## src/rtl/ps2_pkg.sv

```systemverilog
// Shared definitions for the PS/2 receive path: FSM states, frame layout
// constants, keyboard scan-code markers and the parity helper.
package ps2_pkg;

    typedef enum logic [1:0] {
        IDLE,
        DATA,
        PARITY,
        STOP
    } rx_state_t;

    localparam logic START_BIT = 1'b0;
    localparam logic STOP_BIT  = 1'b1;
    localparam int   DATA_BITS = 8;

    localparam logic [7:0] BREAK = 8'hF0;
    localparam logic [7:0] EXT   = 8'hE0;

    // PS/2 frames carry odd parity: the data byte plus its parity bit hold an odd number of ones.
    function automatic logic odd_parity_ok(input logic [7:0] byte_val, input logic par);
        return ^{byte_val, par};
    endfunction

endpackage

```

## src/rtl/ps2_frame_rx_sync_fifo.sv

```systemverilog
// First-word-fall-through byte FIFO; pointers carry one extra wrap bit so
// all DEPTH entries are usable.
module sync_fifo #(
    parameter int DEPTH = 8,
    parameter int WIDTH = 8
) (
    input  logic             clk,
    input  logic             clrn,
    input  logic             push,
    input  logic [WIDTH-1:0] din,
    input  logic             pop,
    output logic [WIDTH-1:0] dout,
    output logic             full,
    output logic             empty
);

    localparam int AW = $clog2(DEPTH);

    logic [AW:0]      wr_ptr;
    logic [AW:0]      rd_ptr;
    logic [WIDTH-1:0] mem [DEPTH];
    logic             do_push;
    logic             do_pop;

    assign empty = (wr_ptr == rd_ptr);
    assign full  = (wr_ptr[AW-1:0] == rd_ptr[AW-1:0]) && (wr_ptr[AW] != rd_ptr[AW]);

    // A pop in the same cycle frees the slot, so a push into a full FIFO still lands.
    assign do_pop  = pop && !empty;
    assign do_push = push && (!full || do_pop);

    always_ff @(posedge clk or negedge clrn) begin
        if (!clrn) begin
            wr_ptr <= '0;
            rd_ptr <= '0;
        end else begin
            if (do_push) wr_ptr <= wr_ptr + (AW+1)'(1);
            if (do_pop)  rd_ptr <= rd_ptr + (AW+1)'(1);
        end
    end

    always_ff @(posedge clk) begin
        if (do_push) mem[wr_ptr[AW-1:0]] <= din;
    end

    assign dout = empty ? '0 : mem[rd_ptr[AW-1:0]];

endmodule

```

## src/rtl/ps2_frame_rx.sv

```systemverilog
// PS/2 device-to-host frame receiver: synchronises the raw lines, checks
// start/parity/stop, abandons stalled frames and buffers good bytes in a FIFO.
module ps2_frame_rx
    import ps2_pkg::*;
#(
    parameter int DEPTH       = 8,
    parameter int TIMEOUT_CYC = 100000
) (
    input  logic       clk,
    input  logic       clrn,
    input  logic       ps2_clk,
    input  logic       ps2_data,
    input  logic       nextdata_n,
    output logic [7:0] data,
    output logic       ready,
    output logic       overflow,
    output logic       sampling,
    output logic       parity_err,
    output logic       frame_err
);

    localparam int TW = $clog2(TIMEOUT_CYC);

    logic [2:0]    clk_sync;
    logic [1:0]    data_sync;
    logic          fall;
    logic          rx_bit;

    rx_state_t     state_q, state_d;
    logic [7:0]    shift_q, shift_d;
    logic [2:0]    bit_cnt_q, bit_cnt_d;
    logic          parity_q, parity_d;
    logic [TW-1:0] tmo_cnt_q, tmo_cnt_d;
    logic          push;
    logic          perr_d;
    logic          ferr_d;

    logic          fifo_full;
    logic          fifo_empty;
    logic          pop_ok;

    always_ff @(posedge clk or negedge clrn) begin
        if (!clrn) begin
            clk_sync  <= '1;
            data_sync <= '1;
        end else begin
            clk_sync  <= {clk_sync[1:0], ps2_clk};
            data_sync <= {data_sync[0], ps2_data};
        end
    end

    // Edge seen between stages 2 and 3; the 2-flop data chain lines up with it.
    assign fall   = !clk_sync[1] && clk_sync[2];
    assign rx_bit = data_sync[1];

    always_ff @(posedge clk or negedge clrn) begin
        if (!clrn) begin
            state_q    <= IDLE;
            shift_q    <= '0;
            bit_cnt_q  <= '0;
            parity_q   <= 1'b0;
            tmo_cnt_q  <= '0;
            sampling   <= 1'b0;
            parity_err <= 1'b0;
            frame_err  <= 1'b0;
        end else begin
            state_q    <= state_d;
            shift_q    <= shift_d;
            bit_cnt_q  <= bit_cnt_d;
            parity_q   <= parity_d;
            tmo_cnt_q  <= tmo_cnt_d;
            sampling   <= fall;
            parity_err <= perr_d;
            frame_err  <= ferr_d;
        end
    end

    always_comb begin
        state_d   = state_q;
        shift_d   = shift_q;
        bit_cnt_d = bit_cnt_q;
        parity_d  = parity_q;
        tmo_cnt_d = '0;
        push      = 1'b0;
        perr_d    = 1'b0;
        ferr_d    = 1'b0;

        if (state_q != IDLE) tmo_cnt_d = tmo_cnt_q + TW'(1);

        if (fall) begin
            tmo_cnt_d = '0;
            case (state_q)
                IDLE: begin
                    if (rx_bit == START_BIT) begin
                        state_d   = DATA;
                        bit_cnt_d = '0;
                        shift_d   = '0;
                    end else begin
                        ferr_d = 1'b1;
                    end
                end
                DATA: begin
                    shift_d[bit_cnt_q] = rx_bit;
                    bit_cnt_d          = bit_cnt_q + 3'd1;
                    if (bit_cnt_q == 3'(DATA_BITS - 1)) state_d = PARITY;
                end
                PARITY: begin
                    parity_d = rx_bit;
                    state_d  = STOP;
                end
                STOP: begin
                    // A bad stop bit outranks a parity error when both occur.
                    state_d = IDLE;
                    if (rx_bit != STOP_BIT)                   ferr_d = 1'b1;
                    else if (!odd_parity_ok(shift_q, parity_q)) perr_d = 1'b1;
                    else                                      push   = 1'b1;
                end
                default: state_d = IDLE;
            endcase
        end else if (state_q != IDLE && tmo_cnt_q == TW'(TIMEOUT_CYC - 1)) begin
            state_d = IDLE;
            ferr_d  = 1'b1;
        end
    end

    assign ready  = !fifo_empty;
    assign pop_ok = !nextdata_n && ready;

    always_ff @(posedge clk or negedge clrn) begin
        if (!clrn) begin
            overflow <= 1'b0;
        end else if (pop_ok) begin
            overflow <= 1'b0;
        end else if (push && fifo_full) begin
            overflow <= 1'b1;
        end
    end

    sync_fifo #(
        .DEPTH (DEPTH),
        .WIDTH (8)
    ) u_fifo (
        .clk   (clk),
        .clrn  (clrn),
        .push  (push),
        .din   (shift_q),
        .pop   (pop_ok),
        .dout  (data),
        .full  (fifo_full),
        .empty (fifo_empty)
    );

endmodule

```

## config.mk

```make
export PLATFORM = sky130hd
export DESIGN_NAME = ps2_frame_rx
export DESIGN_NICKNAME = d
export VERILOG_FILES = /design/src/rtl/ps2_pkg.sv /design/src/rtl/ps2_frame_rx_sync_fifo.sv /design/src/rtl/ps2_frame_rx.sv
export SDC_FILE = /design/constraint.sdc
export NUM_CORES = 1
export LEC_CHECK = 0
export ABC_AREA = 1
export CORE_MARGIN = 2
export CORE_UTILIZATION = 55
export DETAILED_ROUTE_END_ITERATION = 8
export PLACE_DENSITY = 0.84
export SLEW_MARGIN = 20
export SYNTH_ARGS = -nofsm -noshare
export SYNTH_HDL_FRONTEND = slang
export SYNTH_SLANG_ARGS = --single-unit
```

## constraint.sdc

```tcl
create_clock -name clk -period 2.4 [get_ports clk]
set_input_delay 0.36 -clock clk [delete_from_list [all_inputs] [get_ports clk]]
set_output_delay 0.36 -clock clk [all_outputs]
set_load 0.05 [all_outputs]
```

Word level (Yosys, flattened, before mapping)
Memories as Yosys holds them, arrays and structs flattened.
Cells that the tools add are included.

word-level totals
  register bits after elaboration = 48
  latch bits = 0
  RAM bits = 64
  memory bits (read-only) = 0
  bits of input ports = 5
  output and inout bits = 13
  logic and storage cells = 85
  memories = 1

memories
  name        words  width  read ports  clocked after memory_dff  wr ports  line                          text
  u_fifo.mem  8      8      1           0                         1         ps2_frame_rx_sync_fifo.sv:21  logic [WIDTH-1:0] mem [DEPTH];

operators by class
  add/subtract/negate cells = 4
  multiply operators = 0
  divide/modulo/power cells = 0
  magnitude comparators = 2
  eq/ne operators = 11
  shift-type cells = 0
  muxes and demuxes = 32
  bitwise gates (word level) = 0
  reduce and logical (&&, ||, !) cells = 22

operators by type and width
  kind                   count
  $mux 17                2
  $add 17x1->17 const B  1
  $eq 17x17->1 const B   1
  $mux 1                 17
  $mux 8                 2
  $pmux 8 s2             1
  $reduce_xor 9->1       1
  $add 4x1->4 const B    2
  $bwmux 8               1
  $logic_and 1x1->1      8
  $mux 2                 4
  $pmux 2 s4             1
  $reduce_bool 2->1      4
  $ne 3x3->1 const B     2
  $pmux 3 s2             1
  $reduce_and 3->1       2
  $eq 2x2->1 const B     2
  $eq 4x4->1             1
  $logic_not 1->1        4
  $lt 3x4->1 const B     1
  $add 3x1->3 const B    1
  $demux 1 s3            1
  $eq 3x3->1             1
  $eq 3x3->1 const B     1
  other kinds (9)        9

Longest topological paths before layout
Gate-level depths: netlist of the first run.

  word-level depth = 8
  depth in mapped cells = 12
  gate-level depth less buffers = 12

Cells and area by module
From an unflattened synthesis of the first run, not the netlist that was laid out.

second synthesis, totals
  cell total of the unflattened synthesis = 516
  area total of the unflattened synthesis = 5,190.0 um^2

by module, submodules not included
  module        times used  cells an instance  area each (um^2)
  sync_fifo     1           270                3,108.0
  ps2_frame_rx  1           246                2,082.0

Worst setup path before layout of the first run
OpenSTA, ideal clock, no wires.

  kind = register -> output
  start point = register u_fifo.rd_ptr[1]
  end point = output port data[0]
  arrival time = 1.910 ns
  data required time = 2.040 ns
  path slack = 0.130 ns
  cell stages (with the launch flop) = 8
  path buffers = 1
  cells stage by stage = dfrtp_1 > buf_4 > inv_4 > nand2_1 > and2_4 > nand4_2 > o21ai_0 > nor2_1

between the ends
  longest elaborated chain between the ends = 2
  elaborated cells between the ends (all ways) = 3
  classes of those cells = eq/ne (1); mux (1); memory (1)

RTL lines
  element                                    line                          text
  start, declared                            ps2_frame_rx_sync_fifo.sv:20  logic [AW:0] rd_ptr;
  start signal, assigned                     ps2_frame_rx_sync_fifo.sv:38  if (do_pop) rd_ptr <= rd_ptr + (AW+1)'(1);
  $mem_v2 8x8 or $eq 4x4->1 (tied branches)  --
  $mux 8 (*)                                 ps2_frame_rx_sync_fifo.sv:46  assign dout = empty ? '0 : mem[rd_ptr[AW-1:0]];
  end, declared                              ps2_frame_rx.sv:14            output logic [7:0] data,

Every way passes the cells marked *; elsewhere a longest branch is shown, timed or not.

Worst setup path after layout of the first run
  start point = register u_fifo.wr_ptr[2]
  end point = output port data[1]

between the ends
  longest elaborated chain between the ends = 2

RTL lines
  element                 line                          text
  start, declared         ps2_frame_rx_sync_fifo.sv:19  logic [AW:0] wr_ptr;
  start signal, assigned  ps2_frame_rx_sync_fifo.sv:37  if (do_push) wr_ptr <= wr_ptr + (AW+1)'(1);
  $eq 4x4->1              ps2_frame_rx_sync_fifo.sv:25  assign empty = (wr_ptr == rd_ptr);
  $mux 8                  ps2_frame_rx_sync_fifo.sv:46

No other way between the ends.

==> qor.log, run 1 <==
INFO  critical_path  slowest_delay=0.49ns
INFO  critical_path  required=2.04ns
INFO  cts            cts_buffers=9
INFO  power_and_ir_drop power.clock.fraction=0.231
INFO  yosys          primary_ff_master_synth=edfxtp_1
INFO  floorplan      die-width=100.3um
INFO  power_and_ir_drop switching_share=0.3998
INFO  floorplan      floorplan.initialDensity=0.5599
INFO  cts            postCtsHoldBufs=0
INFO  sta            timing_hold_violations_final=0
INFO  yosys          synthCells=510
INFO  cells_and_area final_net_count=555
INFO  sta            achievable-frequency=429.4MHz
INFO  sta            timing.final.crit_period=2.329ns
INFO  yosys          post_synth_edffs=64
INFO  yosys          synth_warnings=0
INFO  sta            rsz0062_at_grt=false
INFO  cells_and_area area_added_between_synthesis_and_finish=11.95%
INFO  critical_path  start_kind=register
INFO  global_route   global_route.overflow_total=0
INFO  floorplan      die_h=100.3um
INFO  yosys          synth_sequential_area_ratio=0.6136
INFO  yosys          yosys_register_bits=112
INFO  cells_and_area insertedDiodeCount=0
INFO  route          drc=0
INFO  power_and_ir_drop cell_internal_pwr=3.370mW
INFO  place          detailed_place_hpwl=7.226mm
INFO  floorplan      die_area=10,060um^2
INFO  route          drt-wirelength-per-cell=16.26um
INFO  critical_path  arrival=1.97ns
INFO  place          port_buffers=17
INFO  cts            tritoncts=done
INFO  critical_path  crit_family=flip-flops
INFO  global_route   largest_net_degree_at_the_start_of_global_routing=49
INFO  floorplan      floorplan.core_area=9109um^2
INFO  global_route   vias_in_the_first_global_route=3,616
INFO  cts            worstSkewPairLatency=0.40ns
INFO  route          via_density_per_instance=5.694
INFO  global_route   grt_first_pass_wirelength=17.26mm
INFO  yosys          synthDistinctLibCells=35
INFO  critical_path  worst_path_class_setup=reg -> out
INFO  route          routed_wl=10.67mm
INFO  power_and_ir_drop power.density_cell_area=983.5nW/um^2
INFO  sta            setup_total_negative_slack=0ns
INFO  cts            path_clk_slew=0.11ns
INFO  cts            cts.sink_count=112
INFO  route          drt_pass1_iterations=4
INFO  yosys          synth.net_count=525
INFO  sta            finalClockSkew=0.02149ns
INFO  yosys          netlist_area=5100um^2
INFO  sta            slew-limit-headroom=0.6072
INFO  global_route   grt_usage=0.2248
INFO  cells_and_area final_cells=656
INFO  route          detailedRoute.firstIterationViolations=296
INFO  place          post-place-cells=640
INFO  yosys          syn_avg_cell_area=10.00um^2
INFO  cts            ctsRootBufferMaster=clkbuf_8
INFO  route          ant_nets=0
INFO  power_and_ir_drop sequential_fraction_of_design_power=0.391
INFO  power_and_ir_drop total_switching_power=2.245mW
INFO  job            drv_cap=0
INFO  power_and_ir_drop p_comb_frac=0.378
INFO  place          globalplace.congestion=0.8952
INFO  sta            setup_viol=0
INFO  cts            cts_buffer_depth=2
INFO  global_route   initial_antenna_violation_count=0
INFO  power_and_ir_drop max-vdd-ir-drop=0.4131mV
INFO  power_and_ir_drop total_leakage_power=2.310nW
INFO  critical_path  worst-path-buf-inv=1
INFO  critical_path  worst_setup_ep_type=primary output
INFO  critical_path  critical_path.cell_chain=xnor2_1 -> nand4_4 -> o21ai_0 -> nor2_1 -> buf_4
INFO  min_path       timing.hold.worst.class=in -> async
INFO  cts            cts_htree_levels=3
INFO  route          dr_total_vias=3,735
INFO  floorplan      design.portCount=18
INFO  yosys          synth-async-reset-ratio=0.4286
INFO  critical_path  crit_path_top_delay_cell=dfrtp_1
INFO  critical_path  critical_path.max_fanout=10
INFO  sta            period_share=0.9703
INFO  status         run_status=completed
INFO  sta            measured_slew_at_the_worst_slew_check_pin=0.5892ns
INFO  sta            timing_max_transition_violations_final=0
INFO  floorplan      rows=35
INFO  cells_and_area final_layout_size_suffix_gt1_frac=0.1321
cell usage in the layout (no fill, tap or decap), types with 2 or more instances in the layout:
cell	netlist	layout
ha_1	10	10
inv_2	3	3
dfrtp_2	0	2
nand2_2	4	4
nor4_1	2	2
buf_12	0	2
nor2_1	78	78
nor3_1	9	9
inv_1	46	46
edfxtp_1	64	64
nand2_1	72	72
clkdlybuf4s50_1	0	7
xnor2_1	5	5
o22ai_1	22	22
nand3_1	26	26
clkbuf_8	0	9
nor2_4	3	3
nand4_1	9	9
buf_4	1	22
inv_6	0	4
dfrtp_1	43	41
nor2_2	3	3
o21ai_1	4	4
xor2_1	3	3
a21oi_1	20	20
nand3_2	2	2
dfstp_2	5	5
o21ai_0	54	54
bufinv_16	0	2
or2_2	2	2
cells by family after synthesis:
kind of cell | count (synthesis) | synth area share
simple gates | 215 | 0.1896
compound gates | 100 | 0.1035
xor+xnor | 9 | 0.01693
flops | 112 | 0.6136
buf+inv | 64 | 0.05177
fa+ha+maj | 10 | 0.02453
synthesized netlist by cell type (2+ instances only):
master,number,area share
nor2_1,78,0.057
nand2_1,72,0.053
edfxtp_1,64,0.38
o21ai_0,54,0.053
inv_1,46,0.034
dfrtp_1,43,0.21
nand3_1,26,0.026
o22ai_1,22,0.027
a21oi_1,20,0.020
ha_1,10,0.025
nand4_1,9,0.011
nor3_1,9,0.0088
clkbuf_1,8,0.0059
dfstp_2,5,0.026
xnor2_1,5,0.0086
nand2_2,4,0.0049
o21ai_1,4,0.0039
inv_2,3,0.0022
nor2_2,3,0.0037
nor2_4,3,0.0066
xor2_1,3,0.0052
buf_2,2,0.0020
buf_6,2,0.0044
nand3_2,2,0.0039
nor4_1,2,0.0025
or2_2,2,0.0025
metrics by stage:
step	setup WS, ns	total power, mW	area, um^2	utilization	hold WS, ns
2_1_floorplan	0.1297	3.694	5100	-	0.06441
3_3_place_gp	0.3982	4.212	5440	0.5973	0.3453
3_5_place_dp	0.3671	4.282	5440	0.5973	0.3468
4_1_cts	0.03995	5.586	5692	0.6249	0.06142
5_1_grt	0.005028	5.866	5709	0.6268	0.1002
6_report	0.07127	5.615	5709	0.6268	0.03864
final timing paths:
check                                              from                      endpoint  slack [ns]  cells after the start
min in group clk                 data_sync[0]$_DFF_PN1_        data_sync[1]$_DFF_PN1_        0.36                      0
min                                                clrn  u_fifo.rd_ptr[2]$_DFFE_PN0P_        0.04                      2
min reg2reg                      data_sync[0]$_DFF_PN1_        data_sync[1]$_DFF_PN1_        0.36                      0
max                        u_fifo.wr_ptr[2]$_DFFE_PN0P_                       data[1]        0.07                      5
max reg2reg                      shift_q[0]$_DFFE_PN0P_    u_fifo.mem[2][0]$_DFFE_PP_        0.31                     11
max in group asynchronous                          clrn            sampling$_DFF_PN0_        1.95                      2
routing by layer:
layer / wire [um] / global-route usage / up-vias / share of wire
li1: - / - / 1800 / -
met1: 4519 / 0.2874 / 1800 / 0.42
met2: 5452 / 0.3789 / 115 / 0.51
met3: 488 / 0.03691 / 20 / 0.046
met4: 208 / 0.1012 / 0 / 0.019
met5: 0 / 0 / - / 0
area by class of cell:
cell class | count | area [um^2]
fillers | 718 | 3400
clock buffers | 9 | 123.9
multi-input cells | 334 | 1715
clock inverters | 7 | 111.4
inverters | 50 | 192.7
repair buffers | 33 | 295.3
well taps | 111 | 138.9
flip-flops and latches | 112 | 3132
state kept, by name, indices dropped and copies added (netlist names):
| name | flops |
|---|---|
| frame_err | 1 |
| shift_q | 8 |
| tmo_cnt_q | 17 |
| overflow | 1 |
| data_sync | 2 |
| u_fifo.mem | 64 |
| sampling | 1 |
| clk_sync | 3 |
| parity_q | 1 |
| bit_cnt_q | 3 |
| u_fifo.wr_ptr | 4 |
| state_q | 2 |
| parity_err | 1 |
| u_fifo.rd_ptr | 4 |
power groups by stage:
stage	combinational, mW	sequential, mW	clock, mW
global placement	1.99	2.22	0
global route	2.29	2.21	1.37
CTS	2.09	2.19	1.31
floorplan	1.50	2.19	0
finish	2.12	2.19	1.30
detailed placement	2.06	2.23	0
worst reg2reg max path, delay by kind of cell, from the launching register on:
kind | cells | cell delay (ns)
AND/OR/NAND/NOR | 9 | 0.95
flip-flops | 1 | 0.56
buffers and inverters | 2 | 0.31
repair_timing:
action / 4_1_cts / 5_1_grt
setup endpoints to repair: 6 / 6
resized for setup: 3 / 6
hold endpoints to repair: 0 / 0
cloned: 0 / 0
setup buffers: 0 / 0
No activity file was read; power rests on OpenSTA's default activity.
==> run 2, diff against run 1 <==
Settings changed: CTS_BUF_LIST from default to sky130_fd_sc_hd__clkbuf_2.
==> run 2 against run 1 <==
Compared with the run above: the run now ends with setup timing left; worst setup slack got worse by 0.21 ns; core utilization increased by 5.9 points; non-clock buffer count increased by 25; fmax decreased by 8.2%; worst hold slack improved by 0.096 ns; sequential share of layout area decreased by 4.7 points; final cell count increased by 4.0%; die area unchanged; clock skew increased by 0.031 ns; critical endpoint is now data[7]; largest cell class unchanged; largest power group is now combinational cells.
==> qor.log, run 2 (synthesis results as in run 1) <==
INFO  sta            timing.final.crit_period=2.536ns [was 2.329 ns]
INFO  floorplan      die_area=10,060um^2 [unchanged]
INFO  cells_and_area insertedDiodeCount=0 [unchanged]
INFO  sta            setup_viol=8 [was 0]
INFO  sta            period_share=1.056 [was 0.9703]
INFO  cts            cts.sink_count=112 [unchanged]
INFO  floorplan      floorplan.core_area=9109um^2 [unchanged]
INFO  cts            worstSkewPairLatency=0.60ns [was 0.40 ns]
INFO  cells_and_area final_util=0.6859 [was 0.6268]
INFO  route          detailedRoute.firstIterationViolations=297 [was 296]
INFO  cells_and_area final.fill_count=631 [was 718]
INFO  critical_path  rr_startpoint=shift_q[5]$_DFFE_PN0P_ [was shift_q[0]$_DFFE_PN0P_]
INFO  min_path       timing.hold.worst.class=in -> reg [was in -> async]
INFO  critical_path  arrival=2.18ns [was 1.97 ns]
INFO  floorplan      design.portCount=18 [unchanged]
INFO  critical_path  critical_path.max_fanout=8 [was 10]
INFO  sta            hold_ws=0.1344ns [was 0.03864 ns]
INFO  sta            finalClockSkew=0.05253ns [was 0.02149 ns]
INFO  route          dr_total_vias=3,969 [was 3,735]
INFO  sta            rsz0062_at_grt=true [was false]
INFO  cells_and_area layout_commonest_cell=nand2_1 [was nor2_1]
INFO  sta            measured_slew_at_the_worst_slew_check_pin=0.5937ns [was 0.5892 ns]
INFO  cts            cts_htree_levels=3 [unchanged]
INFO  cells_and_area multi_input_area=1944um^2 [was 1715 um^2]
INFO  critical_path  worst_path_class_setup=reg -> out [unchanged]
INFO  status         failed_checks=setup timing
INFO  floorplan      die-width=100.3um [unchanged]
INFO  sta            timing_max_transition_violations_final=0 [unchanged]
INFO  cells_and_area final_net_count=581 [was 555]
INFO  cells_and_area design_area=6247um^2 [was 5709 um^2]
INFO  route          detailroute.wirelength.met2=6.281mm [was 5.452 mm]
INFO  global_route   initial_antenna_violation_count=0 [unchanged]
INFO  critical_path  worst_setup_ep_type=primary output [unchanged]
INFO  place          dpl_cell_area=5440um^2 [unchanged]
INFO  route          met3_length=851um [was 488 um]
INFO  route          top_signal_layer_used=met4 [unchanged]
INFO  cts            cts_buffers=9 [unchanged]
INFO  floorplan      rows=35 [unchanged]
INFO  cts            path_clk_slew=0.30ns [was 0.11 ns]
INFO  route          ant_nets=0 [unchanged]
INFO  global_route   grt_first_pass_wirelength=19.69mm [was 17.26 mm]
INFO  route          drt-wirelength-per-cell=18.32um [was 16.26 um]
INFO  floorplan      die_h=100.3um [unchanged]
INFO  global_route   grt_usage=0.2607 [was 0.2248]
INFO  critical_path  cp-endpoint=data[7] [was data[1]]
INFO  cells_and_area largest_register_ff_count=64 [unchanged]
INFO  cells_and_area final_layout_size_suffix_gt1_frac=0.2434 [was 0.1321]
INFO  critical_path  worst_r2r_endpoint=u_fifo.mem[6][0]$_DFFE_PP_ [was u_fifo.mem[2][0]$_DFFE_PP_]
INFO  power_and_ir_drop total_leakage_power=2.521nW [was 2.310 nW]
INFO  global_route   vias_in_the_first_global_route=3,908 [was 3,616]
INFO  cts            cts_buffer_depth=2 [unchanged]
INFO  sta            slew-limit-headroom=0.6042 [was 0.6072]
INFO  critical_path  reg2regPathDepth=11 [unchanged]
INFO  route          drt_pass1_iterations=6 [was 4]
INFO  power_and_ir_drop max-vdd-ir-drop=0.5252mV [was 0.4131 mV]
INFO  job            drv_cap=0 [unchanged]
INFO  cells_and_area regArea=3134um^2 [was 3132 um^2]
INFO  power_and_ir_drop power.density_cell_area=1074nW/um^2 [was 983.5 nW/um^2]
INFO  floorplan      floorplan.initialDensity=0.5599 [unchanged]
INFO  sta            achievable-frequency=394.4MHz [was 429.4 MHz]
INFO  place          globalplace.congestion=0.8952 [unchanged]
INFO  global_route   largest_net_degree_at_the_start_of_global_routing=49 [unchanged]
INFO  cts            tritoncts=done [unchanged]
INFO  critical_path  worst_r2r_setup_slack=0.31ns [about the same]
INFO  status         run_status=finished, violations left [was completed]
INFO  route          met1Wirelength=4.891mm [was 4.519 mm]
INFO  global_route   global_route.overflow_total=0 [unchanged]
INFO  critical_path  critical_path_source=u_fifo.rd_ptr[0]$_DFFE_PN0P_ [was u_fifo.wr_ptr[2]$_DFFE_PN0P_]
INFO  route          via_density_per_instance=5.820 [was 5.694]
INFO  cells_and_area mostFrequentLayoutCells=72 x nand2_1, 64 x edfxtp_1, 62 x nor2_1 [was 78 x nor2_1, 72 x nand2_1, 64 x edfxtp_1]
INFO  sta            final.setup.worst_slack=-0.1355ns [was 0.07127 ns]
INFO  critical_path  start_kind=register [unchanged]
INFO  place          port_buffers=17 [unchanged]
INFO  route          drc=0 [unchanged]
INFO  cells_and_area area_added_between_synthesis_and_finish=22.50% [was 11.95%]
INFO  sta            timing_hold_violations_final=0 [unchanged]
INFO  critical_path  required=2.04ns [about the same]
INFO  route          routed_wl=12.50mm [was 10.67 mm]
INFO  cts            ctsRootBufferMaster=clkbuf_2 [was clkbuf_8]
INFO  place          detailed_place_hpwl=7.226mm [unchanged]
run 2: through the flow:
stage	TNS (ns)	power, mW	std cells	worst slack [ns]
global route	-1.453	6.959	682	-0.2227
finish	-0.7912	6.709	682	-0.1355
floorplan	0	3.694	510	0.1297
global placement	0	4.212	640	0.3982
CTS	-0.6503	6.526	682	-0.08852
detailed placement	0	4.282	640	0.3671
run 2: worst min-delay path by stage:
stage / startpoint / cells past startpoint / slack, ns / endpoint
after detailed placement: data_sync[0]$_DFF_PN1_ / 0 / 0.35 / data_sync[1]$_DFF_PN1_
after global routing: ps2_data / 1 / 0.11 / data_sync[0]$_DFF_PN1_
after floorplan: clrn / 0 / 0.06 / bit_cnt_q[0]$_DFFE_PN0P_
after CTS: ps2_data / 1 / 0.11 / data_sync[0]$_DFF_PN1_
final: ps2_data / 1 / 0.13 / data_sync[0]$_DFF_PN1_
after global placement: data_sync[0]$_DFF_PN1_ / 0 / 0.35 / data_sync[1]$_DFF_PN1_
run 2: metal layers:
layer,vias up,GRT usage
met5,-,0
met4,0,0.1338
met2,179,0.4368
met1,1895,0.3162
li1,1859,-
met3,36,0.06058
run 2: layout make-up:
type / count / share of cell area
Clock buffer: 9 / 0.007210
Clock inverter: 7 / 0.01782
Inverter: 50 / 0.03144
Multi-Input combinational cell: 335 / 0.3112
Sequential cell: 112 / 0.5017
Tap cell: 111 / 0.02223
Timing Repair Buffer: 58 / 0.1084
run 2: timing repair:
| action | in CTS | in global routing |
|---|---|---|
| hold endpoints to repair | 43 | 0 |
| setup endpoints to repair | 9 | 9 |
| hold buffers | 1 | 0 |
| pin swaps | 25 | 21 |
| buffers inserted | 19 | 3 |
| cloned | 7 | 0 |
| resized for setup | 90 | 26 |
run 2: critical path: stages (launching register included):
cell and delay (ns):
dfrtp_2 0.53, buf_6 0.15, buf_12 0.14, buf_16 0.14, o21ai_2 0.19, o22ai_2 0.11
nor2_1 0.11, nor2_1 0.06, buf_6 0.15
run 2: power breakdown:
part,switching [mW],total [mW],internal (mW)
clock network,0.653,1.02,0.371
registers,0.108,2.21,2.10
logic,2.02,3.47,1.45
==> run 3, diff against run 2 <==
Settings changed: PLACE_DENSITY 0.84 to 0.87.
Clock period 2.4 ns to 2.2 ns, I/O delays scaled along.
==> run 3 against run 2 <==
Compared with the run above: the run still ends with setup timing left; combinational power shrank 14%; worst setup slack got worse by 0.048 ns; worst hold slack worse by 0.029 ns; sequential cell count did not move; critical endpoint is now data[2]; highest routed layer unchanged.
==> qor.log, run 3 (synthesis results as in run 1) <==
INFO  critical_path  start_kind=register [unchanged]
INFO  global_route   vias_in_the_first_global_route=3,700 [was 3,908]
INFO  route          drt-wirelength-per-cell=16.25um [was 18.32 um]
INFO  status         run_status=finished, violations left [unchanged]
INFO  critical_path  slowest_delay=0.54ns [was 0.53 ns]
INFO  sta            achievable-frequency=419.6MHz
INFO  route          dr_total_vias=3,805 [was 3,969]
INFO  cts            worstSkewPairLatency=0.58ns [was 0.60 ns]
INFO  global_route   largest_net_degree_at_the_start_of_global_routing=33 [was 49]
INFO  global_route   global_route.overflow_total=0 [unchanged]
INFO  cts            cts_buffer_depth=2 [unchanged]
INFO  sta            setup_total_negative_slack=-1.334ns [was -0.7912 ns]
INFO  cells_and_area area_added_between_synthesis_and_finish=16.85% [was 22.50%]
INFO  critical_path  crit_family=flip-flops [was buffers and inverters]
INFO  cells_and_area final_layout_size_suffix_gt1_frac=0.2163 [was 0.2434]
INFO  critical_path  worst_path_class_setup=reg -> out [unchanged]
INFO  global_route   grt_first_pass_wirelength=17.64mm [was 19.69 mm]
INFO  critical_path  crit_path_top_delay_cell=dfrtp_2 [unchanged]
INFO  place          port_buffers=17 [unchanged]
INFO  critical_path  critical_path.max_fanout=8 [unchanged]
INFO  floorplan      rows=35 [unchanged]
INFO  global_route   initial_antenna_violation_count=0 [unchanged]
INFO  power_and_ir_drop p_comb_frac=0.472 [was 0.518]
INFO  sta            period_share=1.083
INFO  critical_path  worst_setup_ep_type=primary output [unchanged]
INFO  cts            path_clk_slew=0.28ns [was 0.30 ns]
INFO  critical_path  cp_common_cell=nor2_2
INFO  power_and_ir_drop switching_share=0.4086 [was 0.4147]
INFO  route          via_density_per_instance=5.637 [was 5.820]
INFO  cells_and_area final_cells=675 [was 682]
INFO  sta            timing_max_transition_violations_final=0 [unchanged]
INFO  floorplan      die_area=10,060um^2 [unchanged]
INFO  sta            measured_slew_at_the_worst_slew_check_pin=0.6576ns [was 0.5937 ns]
INFO  place          detailed_place_hpwl=7.280mm [was 7.226 mm]
INFO  global_route   grt_usage=0.2285 [was 0.2607]
INFO  sta            final.setup.worst_slack=-0.1832ns [was -0.1355 ns]
INFO  floorplan      floorplan.core_area=9109um^2 [unchanged]
INFO  min_path       timing.hold.worst.class=in -> reg [unchanged]
INFO  critical_path  arrival=2.05ns [was 2.18 ns]
INFO  cts            cts_htree_levels=3 [unchanged]
INFO  power_and_ir_drop power.density_cell_area=1054nW/um^2 [was 1074 nW/um^2]
INFO  cts            cts.sink_count=112 [unchanged]
INFO  power_and_ir_drop power.clock.fraction=0.145 [was 0.153]
INFO  sta            timing_hold_violations_final=0 [unchanged]
INFO  floorplan      design.portCount=18 [unchanged]
INFO  route          routed_wl=10.97mm [was 12.50 mm]
INFO  cells_and_area final.fill_count=671 [was 631]
INFO  floorplan      die-width=100.3um [unchanged]
INFO  critical_path  required=1.87ns [was 2.04 ns]
INFO  sta            setup_viol=9 [was 8]
INFO  floorplan      floorplan.initialDensity=0.5599 [unchanged]
INFO  cts            tritoncts=done [unchanged]
INFO  sta            rsz0062_at_grt=true [unchanged]
INFO  cells_and_area insertedDiodeCount=0 [unchanged]
INFO  critical_path  critical_path.cell_chain=clkinv_4 -> buf_12 -> nor2_2 -> o22ai_1 -> o21ai_1 -> nor2_2 -> buf_6 [was buf_6 -> buf_12 -> buf_16 -> o21ai_2 -> o22ai_2 -> nor2_1 -> nor2_1 -> buf_6]
INFO  job            drv_cap=0 [unchanged]
INFO  sta            finalClockSkew=0.02982ns [was 0.05253 ns]
INFO  place          pre_cts_ws=0.2179ns [was 0.3671 ns]
INFO  cells_and_area final_net_count=574 [was 581]
INFO  power_and_ir_drop total_leakage_power=2.463nW [was 2.521 nW]
INFO  power_and_ir_drop total_switching_power=2.568mW [was 2.782 mW]
INFO  sta            timing.final.crit_period=2.383ns
INFO  cells_and_area largest_register_ff_count=64 [unchanged]
INFO  place          post-place-cells=649 [was 640]
INFO  cells_and_area mostFrequentLayoutCells=72 x nand2_1, 66 x nor2_1, 64 x edfxtp_1 [was 72 x nand2_1, 64 x edfxtp_1, 62 x nor2_1]
INFO  sta            slew-limit-headroom=0.5616 [was 0.6042]
INFO  cts            ctsRootBufferMaster=clkbuf_2 [unchanged]
INFO  floorplan      die_h=100.3um [unchanged]
INFO  critical_path  worst-path-buf-inv=3 [was 4]
INFO  route          drc=0 [unchanged]
INFO  status         failed_checks=setup timing [unchanged]
INFO  route          drt_pass1_iterations=5 [was 6]
INFO  power_and_ir_drop max-vdd-ir-drop=0.5800mV [was 0.5252 mV]
INFO  route          detailedRoute.firstIterationViolations=297 [unchanged]
INFO  power_and_ir_drop cell_internal_pwr=3.716mW [was 3.927 mW]
INFO  power_and_ir_drop sequential_fraction_of_design_power=0.382 [was 0.329]
INFO  place          globalplace.congestion=0.9171 [was 0.8952]
INFO  route          ant_nets=0 [unchanged]
INFO  cells_and_area layout_commonest_cell=nand2_1 [unchanged]
INFO  cts            cts_buffers=9 [unchanged]
==> run 3: metrics by stage <==
| stage | cell area (um^2) | hold slack, ns | power (mW) | utilization |
|---|---|---|---|---|
| after global routing | 5959 | 0.03139 | 6.602 | 0.6543 |
| final | 5959 | 0.1054 | 6.284 | 0.6543 |
| after global placement | 5553 | 0.3455 | 4.713 | 0.6096 |
| after CTS | 5796 | 0.07056 | 5.993 | 0.6363 |
| after floorplan | 5120 | 0.03441 | 4.095 | - |
| after detailed placement | 5553 | 0.3485 | 4.785 | 0.6096 |
==> run 3: layout make-up <==
class                      count  area (um^2)  share of cell area
sequential                   112         3138              0.5266
multi-input combinational    334         1828              0.3067
timing repair buffer          52        541.8             0.09091
inverter                      50        198.9             0.03338
tap                          111        138.9             0.02330
clock inverter                 7        68.82             0.01155
clock buffer                   9        45.04            0.007558
==> run 3: final timing paths <==
check	cells past startpoint	slack, ns	end	startpoint
max in group asynchronous	3	1.23	clk_sync[0]$_DFF_PN1_	clrn
setup reg to reg	7	0.20	u_fifo.mem[0][7]$_DFFE_PP_	clk_sync[2]$_DFF_PN1_
setup / recovery	7	-0.18	data[2]	u_fifo.rd_ptr[0]$_DFFE_PN0P_
hold reg to reg	0	0.38	data_sync[1]$_DFF_PN1_	data_sync[0]$_DFF_PN1_
min in group asynchronous	2	0.27	shift_q[7]$_DFFE_PN0P_	clrn
hold / removal	1	0.11	data_sync[0]$_DFF_PN1_	ps2_data
==> run 3: what timing repair did <==
| action | in CTS | in global routing |
|---|---|---|
| gates resized for setup | 30 | 38 |
| pin swaps | 4 | 10 |
| hold buffers | 1 | 0 |
| endpoints found under the hold margin | 27 | 0 |
| setup buffers | 4 | 2 |
| cloned | 1 | 2 |
| setup endpoints to repair | 9 | 64 |
==> run 3: worst reg2reg max path, delay by kind of cell, from the launching register on <==
kind,cells,cell delay (ns)
simple gates,5,0.96
buf+inv,2,0.25
flops,1,0.57
==> run 3: routing by layer <==
metal	GRT usage	part of all wire	vias up
met3	0.04666	0.061	17
li1	-	-	1838
met1	0.2874	0.40	1814
met4	0.07482	0.017	0
met5	0	0	-
met2	0.3970	0.52	136
==> run 3: power by group through the flow <==
| stage | registers (mW) | clock network [mW] | logic (mW) |
|---|---|---|---|
| final | 2.40 | 0.914 | 2.97 |
| after CTS | 2.40 | 0.930 | 2.67 |
| after detailed placement | 2.43 | 0 | 2.36 |
| after global placement | 2.42 | 0 | 2.30 |
| after floorplan | 2.39 | 0 | 1.70 |
| after global routing | 2.41 | 1.01 | 3.17 |
